### src/rtl/multicycle_control.sv
`default_nettype none
// ---------------------------------------------------------------------------
// multicycle_control : multicycle LEGv8-subset control FSM (Moore outputs,
//                      fetch/memory strobes gated by mem_ready)
// Revision: 1.0
// ---------------------------------------------------------------------------
module multicycle_control (
  input  logic        CLK,
  input  logic        Reset_L,
  input  logic [10:0] Opcode,
  input  logic        mem_ready,
  output logic [1:0]  ALUop,
  output logic        ALUSrc,
  output logic        Reg2Loc,
  output logic        MemRead,
  output logic        MemWrite,
  output logic        MemtoReg,
  output logic        RegWrite,
  output logic        IRWrite,
  output logic        PCWrite,
  output logic        Branch,
  output logic        UncondBranch,
  output logic        instr_done,
  output logic        Illegal,
  output logic [3:0]  state
);

  localparam logic [10:0] OP_ADD  = 11'b10001011000;
  localparam logic [10:0] OP_SUB  = 11'b11001011000;
  localparam logic [10:0] OP_AND  = 11'b10001010000;
  localparam logic [10:0] OP_ORR  = 11'b10101010000;
  localparam logic [10:0] OP_LDUR = 11'b11111000010;
  localparam logic [10:0] OP_STUR = 11'b11111000000;

  typedef enum logic [3:0] {
    S_RST    = 4'd0,
    S_FETCH  = 4'd1,
    S_DECODE = 4'd2,
    S_EXEC_R = 4'd3,
    S_WB_R   = 4'd4,
    S_ADDR   = 4'd5,
    S_MEM    = 4'd6,
    S_WB_LD  = 4'd7,
    S_BRANCH = 4'd8,
    S_JUMP   = 4'd9
  } state_t;

  state_t cur, nxt;
  logic   is_load;
  logic   is_rtype, is_mem, is_cbz, is_b;

  assign is_rtype = (Opcode == OP_ADD) || (Opcode == OP_SUB) ||
                    (Opcode == OP_AND) || (Opcode == OP_ORR);
  assign is_mem   = (Opcode == OP_LDUR) || (Opcode == OP_STUR);
  assign is_cbz   = (Opcode[10:3] == 8'b10110100);
  assign is_b     = (Opcode[10:5] == 6'b000101);
  assign state    = cur;

  // Load/store flavour is captured at DECODE so MEM does not depend on Opcode later
  always_ff @(posedge CLK) begin
    if (!Reset_L) begin
      cur     <= S_RST;
      is_load <= 1'b0;
    end else begin
      cur <= nxt;
      if (cur == S_DECODE) is_load <= (Opcode == OP_LDUR);
    end
  end

  always_comb begin
    nxt          = S_FETCH;
    ALUop        = 2'b00;
    ALUSrc       = 1'b0;
    Reg2Loc      = 1'b0;
    MemRead      = 1'b0;
    MemWrite     = 1'b0;
    MemtoReg     = 1'b0;
    RegWrite     = 1'b0;
    IRWrite      = 1'b0;
    PCWrite      = 1'b0;
    Branch       = 1'b0;
    UncondBranch = 1'b0;
    instr_done   = 1'b0;
    Illegal      = 1'b0;
    case (cur)
      S_RST: nxt = S_FETCH;
      S_FETCH: begin
        MemRead = 1'b1;
        IRWrite = mem_ready;
        PCWrite = mem_ready;
        nxt     = mem_ready ? S_DECODE : S_FETCH;
      end
      S_DECODE: begin
        if (is_rtype)    nxt = S_EXEC_R;
        else if (is_mem) nxt = S_ADDR;
        else if (is_cbz) nxt = S_BRANCH;
        else if (is_b)   nxt = S_JUMP;
        else begin
          Illegal = 1'b1;
          nxt     = S_FETCH;
        end
      end
      S_EXEC_R: begin
        ALUop = 2'b10;
        nxt   = S_WB_R;
      end
      S_WB_R: begin
        RegWrite   = 1'b1;
        instr_done = 1'b1;
      end
      S_ADDR: begin
        ALUSrc = 1'b1;
        nxt    = S_MEM;
      end
      S_MEM: begin
        ALUSrc     = 1'b1;
        MemRead    = is_load;
        MemWrite   = !is_load;
        instr_done = mem_ready && !is_load;
        if (!mem_ready)   nxt = S_MEM;
        else if (is_load) nxt = S_WB_LD;
        else              nxt = S_FETCH;
      end
      S_WB_LD: begin
        RegWrite   = 1'b1;
        MemtoReg   = 1'b1;
        instr_done = 1'b1;
      end
      S_BRANCH: begin
        ALUop      = 2'b01;
        Reg2Loc    = 1'b1;
        Branch     = 1'b1;
        instr_done = 1'b1;
      end
      S_JUMP: begin
        UncondBranch = 1'b1;
        instr_done   = 1'b1;
      end
      default: nxt = S_FETCH;
    endcase
  end

endmodule
`default_nettype wire

### config.mk
export PLATFORM = sky130hd
export DESIGN_NAME = multicycle_control
export DESIGN_NICKNAME = d
export VERILOG_FILES = /design/src/rtl/multicycle_control.sv
export SDC_FILE = /design/constraint.sdc
export NUM_CORES = 1
export LEC_CHECK = 0
export CAP_MARGIN = 30
export CORE_MARGIN = 2
export CORE_UTILIZATION = 37
export CTS_BUF_LIST = sky130_fd_sc_hd__clkbuf_2 sky130_fd_sc_hd__clkbuf_4 sky130_fd_sc_hd__clkbuf_8
export DETAILED_ROUTE_END_ITERATION = 8
export PLACE_DENSITY = 0.81
export SLEW_MARGIN = 20
export SYNTH_ARGS = -nofsm -noshare
export SYNTH_HDL_FRONTEND = slang
export SYNTH_SLANG_ARGS = --single-unit
### constraint.sdc
create_clock -name CLK -period 1.5 [get_ports CLK]
set_input_delay 0.3 -clock CLK [delete_from_list [all_inputs] [get_ports CLK]]
set_output_delay 0.3 -clock CLK [all_outputs]
set_load 0.01 [all_outputs]
# --- Word level (Yosys, flattened, before mapping) ---
# Index checks and enable logic that the tools add are counted.
totals:
  reg_bits: 5
  out_inout_bits: 18
  elab_cells: 51
classes:
  eq_ne: 17
  n_mux: 23
  n_reduce_logical: 9
ops:
  columns: ["operator", "n"]
  rows:
  - ["equality test 11 bit (second input constant)", 6]
  - ["case mux 4 bit (5 select lines)", 1]
  - ["equality test 4 x 3 -> 1 bit (second input constant)", 4]
  - ["2-to-1 mux 4 bit", 4]
  - ["2-to-1 mux 1 bit", 12]
  - ["equality test 4 x 2 -> 1 bit (second input constant)", 2]
  - ["equality test 4 bit (second input constant)", 2]
  - ["equality test 8 bit (second input constant)", 1]
  - ["equality test 6 x 3 -> 1 bit (second input constant)", 1]
  - ["2-to-1 mux 3 bit", 2]
  - ["equality test 4 x 1 -> 1 bit (second input constant)", 1]
  - ["logical OR 1 bit", 4]
  - ["case mux 1 bit (2 select lines)", 2]
  - ["case mux 2 bit (2 select lines)", 1]
  - ["OR reduction 2 bit", 2]
  - ["OR reduction 4 bit", 1]
  - ["2-to-1 mux 2 bit", 1]
  - ["logical AND 1 bit", 1]
  - ["logical NOT 1 bit", 1]

# --- Logic depth before layout (Yosys ltp) ---
depth:
  ltp_word: 6
  mapped_depth: 5
  mapped_depth_nobuf: 4

# --- Worst setup path before layout ---
# No wires, ideal clock.
synth_timing:
  path_type: "reg2out"
  startpoint: "register cur[0] (netlist: state[0])"
  endpoint: "output PCWrite"
  arrival_ns: 1.327
  required_time_ns: 1.200
  slack_ns: -0.127
  path_stages_with_launch: 6
  cell_sequence: "dfxtp_1 -> buf_6 -> and2b_1 -> nand2_1 -> nor3_1 -> buf_4"
synth_between:
  elab_chain_len: 2
synth_rtl:
  columns: ["item", "line", "text"]
  rows:
  - ["start, declared", "48", "state_t cur, nxt;"]
  - ["start signal, assigned", "65", "cur <= nxt;"]
  - ["equality test 4 x 1 -> 1 bit", null, null]
  - ["2-to-1 mux 1 bit", null, null]
  - ["end, declared", "20", "output logic PCWrite,"]
# Every way passes these cells.

# --- Final worst setup path ---
layout_timing:
  startpoint: "input Opcode[6]"
  endpoint: "output Illegal"
layout_between:
  elab_chain_len: 6
layout_rtl:
  columns: ["item", "line", "text"]
  rows:
  - ["start, declared", "10", "input logic [10:0] Opcode,"]
  - ["equality test 6 x 3 -> 1 bit / equality test 11 bit (equally long branches)", "56, 52", null]
  - ["2-to-1 mux 1 bit / logical OR 1 bit (equally long branches)", "97, 52", null]
  - ["2-to-1 mux 1 bit / logical OR 1 bit (equally long branches)", "96, 52", null]
  - ["2-to-1 mux 1 bit / logical OR 1 bit (equally long branches)", "95, 53", null]
  - ["2-to-1 mux 1 bit (*)", "94", "if (is_rtype) nxt = S_EXEC_R;"]
  - ["2-to-1 mux 1 bit (*)", "85", "case (cur)"]
  - ["end, declared", "24", "output logic Illegal,"]
# Mark *: on every way between the ends. The rest lies on a longest branch, timed or not.

==> run metrics <==
synth top area cells dfxtp_1 20%, nand2_1 8.1%, nand2b_1 6.1%; initial DRC count 52; Final Skew 0.0120 ns; Internal 357 uW; Clock Pin Slew Worst Setup and Hold Paths 0.04 ns; Hold Slack 0.460 ns; core area 1300 um2; status complete, but fails checks; worst r2r dst state[0]$_SDFF_PN0_; Post-synth EDFFs 0; Endpoint, Worst Hold is_load$_SDFFE_PN0P_; cts bufs inserted 3; CP max FO 2; syn_nets 85; Psw 161 uW; Final Hold Vio Count 0; GPL Wtd Cong 0.768; Cells after Synth 71; part of the Yosys area used for sequential elements 19.6%; asr flop ratio synth 0%; via count 843; leak pwr 0.000542 uW; HP Start Opcode[1]; most used flip-flop cell after synthesis dfxtp_1; Final nets 143; antenna cells 0; Yosys top cell area share 19.6%; Cells after DPL 132; Synth top cells by count 11 x nand2_1, 7 x nor2_1, 5 x dfxtp_1, 5 x nand2b_1; WP data required 1.20 ns; Seq cells post-synth 5; final instance count without filler cells 143; row count 13; Synth Warn # 0; reg2reg start state[0]$_SDFF_PN0_; initial antenna violation count 0; Top-Level Pins 32; Switching Share 31.1%; fin. max-slew vios 0; worst reg2reg setup slack 0.07 ns; Vias/cell 5.90; DP Area 958 um2; Synth cell types 29; P&R area growth vs syn 118%; PortBufs 31; CP arrival 1.45 ns; Gate power share 37.6%; worst skew pair latency 0.26 ns; reg2reg path depth 6; drt wl/cell 19.2 um; Max-Cap Viols 0; Total Die Area 1700 um2; grt total ovfl 0; PD cells 465 nW/um2; dominant cell by count in the synthesized netlist nand2_1; Startpoint Class input port; dominant cell type by area after synthesis dfxtp_1; Worst Hold Depth 4; DRC Markers 0; Core Util, Final 85.6%; first-pass GRT wire length 3.48 mm; share of layout cells above drive strength 1 63.3%; clk buf depth 2; Critical Path Source Opcode[6]; Setup violations, final 5; Pre-antenna DRT Iters 4; period utilisation layout 117%; RSZ-0062 raised after global routing true; Place WS -0.906 ns; Avg Cell Area, Syn 7.21 um2; fmax 572 MHz; Die X 41.2 um; Root Driver clkbuf_4; worst hold path class in2reg; Peak VDD IR 0.000314 V; CTS tree built; routed wire length 2.74 mm; Final HPWL DP 1.45 mm; clock group share of total power 35.8%; starting density of the core 39.3%; worst setup margin -0.248 ns; failing checks setup timing; Total GRT Usage 32.7%; Worst-Margin Slew 0.393 ns; Die Y 41.2 um; critical path class in2out; Post-DRT Antenna Nets 0; CTS H-tree lvls 1; clock sinks 5; Seq pwr share 26.6%; pin count of the biggest net entering global routing 9; slew margin rel. 73.7%; Tmin final 1.75 ns; final instance area 1110 um2; Cell Area, Synth 512 um2; vias in the first global route 815; crit end category output pin
[routing by layer]
metal	wire [um]	global-route usage, %	vias to the layer above	share of wire [%]
li1	-	-	373	-
met1	867	25.2	375	32
met2	1390	69.5	70	51
met3	303	8.15	25	11
met4	184	18.5	0	6.7
met5	0	0	-	0
[registers in the layout (all words and copies together) (netlist names)]
name,flops
is_load,1
state,4
[worst max path at each step]
| stage | endpoint | slack, ns |
|---|---|---|
| final | Illegal | -0.25 |
| after global routing | Illegal | -0.20 |
| after CTS | Illegal | -0.21 |
| after detailed placement | Illegal | -0.91 |
| after global placement | Illegal | -0.79 |
| after floorplan | PCWrite | -0.004 |
[final cells by class]
| cell class | instances | area, um2 |
|---|---|---|
| inverters | 1 | 3.75 |
| fillers | 72 | 188 |
| clock buffers | 4 | 30.0 |
| repair buffers | 60 | 448 |
| flip-flops and latches | 5 | 113 |
| well taps | 15 | 18.8 |
| multi-input cells | 58 | 500 |
[critical path, cell delays in order]
cell           delay, ns
dlygate4sd2_1       0.29
nor4b_2             0.38
o21ai_2             0.14
and3_1              0.21
buf_2               0.13
[placed cells by master, fill, tap and decap left out, drive strengths merged, types with 2 or more instances in the layout]
cell          Yosys  routed
a21oi             3       3
o22ai             2       2
a31oi             2       2
nor4b             2       2
dlymetal6s2s      0       3
nand2            11      11
o21ai             5       5
buf               7      41
and3              3       3
dlygate4sd2       0       5
clkbuf            0      13
dfxtp             5       5
nor3              3       3
nand2b            5       5
nor2              7       7
nor2b             4       4
[power groups by stage]
stage               registers [uW]  clock network (uW)  logic (uW)
floorplan                      146                   0        54.5
global placement               145                   0         140
detailed placement             146                   0         145
CTS                            138                 183         171
global route                   138                 195         202
finish                         138                 186         195
[kinds of logic after synthesis]
group | after synthesis | share of synthesized area, %
AND/OR/NAND/NOR | 42 | 48.9
AO/OA/AOI/OAI | 16 | 19.6
buffers and inverters | 8 | 12.0
flip-flops | 5 | 19.6
[metrics by stage]
step	power (uW)	TNS [ns]
finish	518	-0.551
floorplan	200	-0.00423
detailed placement	291	-5.33
global route	536	-0.733
CTS	491	-0.480
global placement	286	-4.62
[timing repair]
| item | 4_1_cts | 5_1_grt |
|---|---|---|
| hold buffers | 0 | 0 |
| resized for setup | 91 | 33 |
| setup buffers | 3 | 4 |
| pin swaps | 8 | 10 |
| setup endpoints to repair | 19 | 16 |
| gates cloned | 0 | 0 |
| endpoints found under the hold margin | 0 | 0 |
Note: power is estimated with default switching activity, not from simulation.
